--- src/rtl/multicycle_alu.sv ---
// Multicycle 8-bit ALU: single-cycle logic/arith ops, 8-step shift-add MUL
// and restoring DIV. Result, flags and a one-cycle done strobe are registered.
//
// Ports:
//   clk      in   rising-edge clock
//   reset    in   synchronous, active-high reset
//   start    in   request pulse, accepted only while busy=0
//   opcode   in   [2:0] operation select, sampled with start
//   a, b     in   [7:0] operands, sampled with start
//   busy     out  operation in progress
//   done     out  one-cycle result strobe
//   alu_out  out  [7:0] result, held until the next done
//   carry    out  carry/borrow/overflow/div-by-zero flag
//   zero     out  1 when alu_out == 8'h00
module multicycle_alu #(
    parameter logic [7:0] DIV_ZERO_RESULT = 8'hFF
) (
    input  logic       clk,
    input  logic       reset,
    input  logic       start,
    input  logic [2:0] opcode,
    input  logic [7:0] a,
    input  logic [7:0] b,
    output logic       busy,
    output logic       done,
    output logic [7:0] alu_out,
    output logic       carry,
    output logic       zero
);

    localparam logic [2:0] OP_ADD = 3'd0;
    localparam logic [2:0] OP_SUB = 3'd1;
    localparam logic [2:0] OP_AND = 3'd2;
    localparam logic [2:0] OP_OR  = 3'd3;
    localparam logic [2:0] OP_XOR = 3'd4;
    localparam logic [2:0] OP_SHL = 3'd5;
    localparam logic [2:0] OP_MUL = 3'd6;
    localparam logic [2:0] OP_DIV = 3'd7;

    typedef enum logic [1:0] {
        IDLE,
        ITER,
        DONE
    } state_t;

    state_t      state_q, state_d;
    logic        busy_q, busy_d;
    logic [2:0]  op_q, op_d;
    logic [7:0]  a_q, a_d;
    logic [7:0]  b_q, b_d;
    // MUL: {partial product hi, multiplier}; DIV: {remainder, dividend/quotient}
    logic [15:0] acc_q, acc_d;
    logic [3:0]  cnt_q, cnt_d;
    logic [7:0]  out_q, out_d;
    logic        carry_q, carry_d;
    logic        zero_q, zero_d;

    logic        accept;
    logic [8:0]  res9;
    logic [8:0]  mul_sum;
    logic [15:0] mul_next;
    logic [8:0]  div_sh;
    logic        div_ge;
    logic [7:0]  div_rem;
    logic [15:0] div_next;
    logic        fin;
    logic [7:0]  fin_out;
    logic        fin_c;

    always_ff @(posedge clk) begin
        if (reset) begin
            state_q <= IDLE;
            busy_q  <= 1'b0;
            op_q    <= 3'd0;
            a_q     <= 8'h00;
            b_q     <= 8'h00;
            acc_q   <= 16'h0000;
            cnt_q   <= 4'd0;
            out_q   <= 8'h00;
            carry_q <= 1'b0;
            zero_q  <= 1'b0;
        end else begin
            state_q <= state_d;
            busy_q  <= busy_d;
            op_q    <= op_d;
            a_q     <= a_d;
            b_q     <= b_d;
            acc_q   <= acc_d;
            cnt_q   <= cnt_d;
            out_q   <= out_d;
            carry_q <= carry_d;
            zero_q  <= zero_d;
        end
    end

    always_comb begin
        state_d = state_q;
        busy_d  = busy_q;
        op_d    = op_q;
        a_d     = a_q;
        b_d     = b_q;
        acc_d   = acc_q;
        cnt_d   = cnt_q;
        out_d   = out_q;
        carry_d = carry_q;
        zero_d  = zero_q;
        fin     = 1'b0;
        fin_out = 8'h00;
        fin_c   = 1'b0;

        // Single-cycle ops; bit 8 carries the carry/borrow flag.
        case (op_q)
            OP_ADD:  res9 = {1'b0, a_q} + {1'b0, b_q};
            OP_SUB:  res9 = {1'b0, a_q} - {1'b0, b_q};
            OP_AND:  res9 = {1'b0, a_q & b_q};
            OP_OR:   res9 = {1'b0, a_q | b_q};
            OP_XOR:  res9 = {1'b0, a_q ^ b_q};
            OP_SHL:  res9 = {a_q, 1'b0};
            default: res9 = 9'd0;
        endcase

        mul_sum  = {1'b0, acc_q[15:8]}
                 + (acc_q[0] ? {1'b0, a_q} : 9'd0);
        mul_next = {mul_sum, acc_q[7:1]};

        div_sh   = acc_q[15:7];
        div_ge   = div_sh >= {1'b0, b_q};
        // Remainder after subtraction is < b, so 8 bits suffice.
        div_rem  = div_ge ? (div_sh[7:0] - b_q) : div_sh[7:0];
        div_next = {div_rem, acc_q[6:0], div_ge};

        // IDLE with busy_q set holds a captured single-cycle op.
        accept = start
               && ((state_q == IDLE && !busy_q)
               || state_q == DONE);

        case (state_q)
            IDLE: begin
                if (busy_q) begin
                    fin     = 1'b1;
                    fin_out = res9[7:0];
                    fin_c   = res9[8];
                end
            end
            ITER: begin
                if (cnt_q == 4'd8) begin
                    fin = 1'b1;
                    if (op_q == OP_MUL) begin
                        fin_out = acc_q[7:0];
                        fin_c   = |acc_q[15:8];
                    end else if (b_q == 8'h00) begin
                        fin_out = DIV_ZERO_RESULT;
                        fin_c   = 1'b1;
                    end else begin
                        fin_out = acc_q[7:0];
                        fin_c   = 1'b0;
                    end
                end else begin
                    acc_d = (op_q == OP_MUL) ? mul_next : div_next;
                    cnt_d = cnt_q + 4'd1;
                end
            end
            DONE: state_d = IDLE;
            default: state_d = IDLE;
        endcase

        if (fin) begin
            out_d   = fin_out;
            carry_d = fin_c;
            zero_d  = (fin_out == 8'h00);
            busy_d  = 1'b0;
            state_d = DONE;
        end

        if (accept) begin
            op_d   = opcode;
            a_d    = a;
            b_d    = b;
            busy_d = 1'b1;
            cnt_d  = 4'd0;
            acc_d  = (opcode == OP_MUL) ? {8'h00, b} : {8'h00, a};
            if (opcode == OP_MUL || opcode == OP_DIV) begin
                state_d = ITER;
            end else begin
                state_d = IDLE;
            end
        end
    end

    assign busy    = busy_q;
    assign done    = (state_q == DONE);
    assign alu_out = out_q;
    assign carry   = carry_q;
    assign zero    = zero_q;

endmodule

--- config.mk ---
export PLATFORM = sky130hd
export DESIGN_NAME = multicycle_alu
export DESIGN_NICKNAME = d
export VERILOG_FILES = /design/src/rtl/multicycle_alu.sv
export SDC_FILE = /design/constraint.sdc
export NUM_CORES = 1
export LEC_CHECK = 0
export ABC_AREA = 1
export CORE_UTILIZATION = 50
export CTS_CLUSTER_SIZE = 25
export DETAILED_ROUTE_END_ITERATION = 8
export GPL_TIMING_DRIVEN = 0
export PLACE_DENSITY = 0.7
export SETUP_SLACK_MARGIN = 0.2
export SLEW_MARGIN = 20
export SYNTH_ARGS = -nofsm -noshare
export SYNTH_HDL_FRONTEND = slang
export SYNTH_SLANG_ARGS = --single-unit
--- constraint.sdc ---
create_clock -name clk -period 5.5 [get_ports clk]
set_clock_uncertainty 0.2 [all_clocks]
set_input_delay 0.55 -clock clk [delete_from_list [all_inputs] [get_ports clk]]
set_output_delay 0.55 -clock clk [all_outputs]
set_load 0.01 [all_outputs]
==> run_results.csv <==
group,metric,value,unit
synthesis,async_flop_share,0,%
floorplanning,start_util,52.7,%
timing,max_freq,0.289,GHz
clock_network,cts-htree-levels,2,
synthesis,yosys_most_used_dff,"dfxtp_1",
outcome,status,"finished, final reports clean",
synthesis,ys_seq_elements,52,
global_route,grt_use_total,29.5,%
finish,final_cells,840,
finish,area_delta_synth_final,12.4,%
floorplanning,die_w,96.0,um
synthesis,yosysMostFrequentCell,"nand2_1",
routing,dr.pass1.iters,5,
setup_path,cp_slowest_stage_delay,0.35,ns
synthesis,synth_top_family_by_area,"simple AND/OR/NAND/NOR gates",
setup_path,cp_common_cell,"inv_1",
job,max_cap_violations,0,
global_route,grt_max_degree,17,
timing,timing.final.crit_share,62.8,%
floorplanning,rows,33,
synthesis,netlist_area,4420,sq um
timing,period_needed,3.45,ns
setup_path,critical_path.slowest_cell,"dfxtp_1",
routing,drt-vias-per-instance,5.47,
global_route,antenna_found_initial,0,
clock_network,path_clk_slew,0.10,ns
routing,postRouteAntennaNets,0,
synthesis,synth-seq-area-share,23.6,%
synthesis,synth_compound_area_share,17.5,%
floorplanning,core_area,8380,sq um
clock_network,cts_buffer_depth,2,
finish,antennaDiodeCount,0,
global_route,grt_pass1_wl,20400,um
timing,finalSetupViolations,0,
synthesis,synth.largest_area_cell,"dfxtp_1",
routing,dr.first_iter.drc_count,351,
timing,slew_violations,0,
clock_network,cts_setup_buffers,0,
clock_network,clock_sinks,52,
setup_path,endpoint_kind,"register",
place,portBuffers,33,
synthesis,syn_inst,694,
synthesis,synth_fa_ha_area_share,13.5,%
place,gp_congestion,1.01,
place,dp_cells,832,
setup_path,cp-start-kind,"register",
global_route,grt_pass1_vias,4060,
setup_path,crit_arrival,3.50,ns
synthesis,yosys.area_share.xor_xnor,3.57,%
synthesis,ys_types,37,
global_route,grt.overflow.total,0,
power,leakagePower,2.54,nW
floorplanning,die_area,9210,sq um
synthesis,avgSynthCellArea,6.36,sq um
setup_path,setup.worst_path.class,"register to register",
clock_network,numCtsBuffers,5,
timing,fin_tns_setup,0,ns
clock_network,cts-root-buf,"clkbuf_8",
timing,grt_setup_unrepaired,"false",
synthesis,synth_nets,762,
finish,fill_cells,863,
clock_network,cts_hold_buf,0,
routing,via_count,4597,
finish,nets,802,
power,p_per_area,259,nW/um^2
floorplanning,dieHeight,96.0,um
setup_path,cp.required,5.55,ns
routing,wire_per_inst,15.4,um
synthesis,netlist.area_leader.share,23.6,%
clock_network,cts_tree,"done",
setup_path,critical_path.max_fanout,6,
synthesis,synth_commonest_cells,"nand2_1, inv_1, o21ai_0",
worst_hold_path,worstHoldPathType,"register to register",
place,place_hpwl,10600,um
synthesis,ys_warn_count,0,
clock_network,clk-insertion-delay-late,0.32,ns
clock_network,cts_resized,0,
synthesis,synth_edf_count,0,
timing,tightest_slew,0.528,ns
routing,drt_drc_violations_left,0,
setup_path,path_cells,"inv_1 > ha_1 > inv_1 > nor3_1 > inv_1 > o21ai_0 > xor2_1 > inv_1 > ha_1 > nand2_1 > inv_1 > a21oi_1 > nand3b_1 > nand3_1 > nand2_1 > a21oi_1 > nand3_1 > a21oi_1",
timing,slew_headroom,64.8,%
timing,hold_viol_final,0,
routing,finalWirelength,12900,um
power,ir_worst_vdd,0.000125,V
floorplanning,io-pin-count,34,
finish,drive_above_1_share,4.90,%
synthesis,synth-simple-area-share,29.6,%
synthesis,synth_area_leaders,"dfxtp_1, nand2_1, ha_1, inv_1, o21ai_0",
synthesis,synthMuxAreaShare,0,%
[area by class of cell]
cell class              instances  area [sq um]  share of cell area [%]
plain buffers                  19          97.6                    1.97
clock buffers                   6          72.6                    1.46
clock inverters                 2          13.8                   0.277
inverters                     118           443                    8.92
multi-input cells             505          2830                    57.1
flip-flops and latches         52          1040                    21.0
well taps                     105           131                    2.65
repair buffers                 33           330                    6.65
[path summary, 6_finish.rpt]
path / start / cells past startpoint / slack, ns / end
worst max-delay path: b_q[1]$_SDFFE_PP0P_ / 18 / 2.05 / zero$_SDFFE_PP0P_
worst min-delay path: zero$_SDFFE_PP0P_ / 2 / 0.29 / zero$_SDFFE_PP0P_
worst max register to register: b_q[1]$_SDFFE_PP0P_ / 18 / 2.05 / zero$_SDFFE_PP0P_
worst min register to register: zero$_SDFFE_PP0P_ / 2 / 0.29 / zero$_SDFFE_PP0P_
[through the flow]
stage	area [sq um]	hold WS, ns	total power, mW	setup WS, ns	utilization, %
6_report	4960	0.292	1.28	2.05	59.2
3_5_place_dp	4880	0.261	1.05	2.13	58.2
3_3_place_gp	4880	0.259	1.04	2.19	58.2
4_1_cts	4960	0.286	1.28	2.09	59.2
5_1_grt	4960	0.321	1.39	1.68	59.2
2_1_floorplan	4420	0.254	0.874	2.71	-
[metal layers]
layer	wire length (um)	up-vias	part of all wire (%)	global-route usage, %
met2	5820	157	45	48.5
li1	-	2329	-	-
met5	0	-	0	0
met3	779	17	6.0	3.71
met1	6080	2094	47	40.2
met4	263	0	2.0	8.46
[placed cells by master, fill, tap and decap left out, drive strengths merged, types with 2 or more instances in the layout]
master / instances
dfxtp: 52
buf: 9
nand3b: 2
o21ai: 64
a31oi: 4
nand4: 16
clkbuf: 16
clkdlybuf4s50: 33
a21oi: 62
nor2: 53
nand3: 50
fa: 3
xor2: 14
ha: 43
or2: 7
nor3: 6
a211oi: 2
nand2: 162
o211ai: 7
xnor2: 4
a21o: 2
inv: 119
[logic make-up (layout without fill, tap and decap cells)]
group           Yosys count  after routing
xor+xnor                 18             18
simple gates            296            296
fa+ha+maj                46             46
compound gates          145            145
buf+inv                 137            178
flops                    52             52
[where the power goes]
part | switching, mW | leakage (nW) | internal [mW]
logic | 0.391 | 2.07 | 0.223
registers | 0.0288 | 0.427 | 0.411
clock network | 0.139 | 0.0456 | 0.0913
total | 0.558 | 2.54 | 0.726
[critical path: cells and delay by family (launching register included)]
family                     cells  cell delay, ns
AOI/OAI and AO/OA              4            0.79
xor gates and xnor gates       1            0.16
adders and majority gates      2            0.53
buffers and inverters          5            0.48
DFF                            1            0.35
and+or+nand+nor                6            0.87
[flip-flops by register name, summed over array words and instances (netlist names)]
register,cells
a_q,8
acc_q,16
alu_out,8
b_q,8
busy,1
carry,1
cnt_q,4
op_q,3
state_q,2
zero,1
No activity file was read; power rests on OpenSTA's default activity.
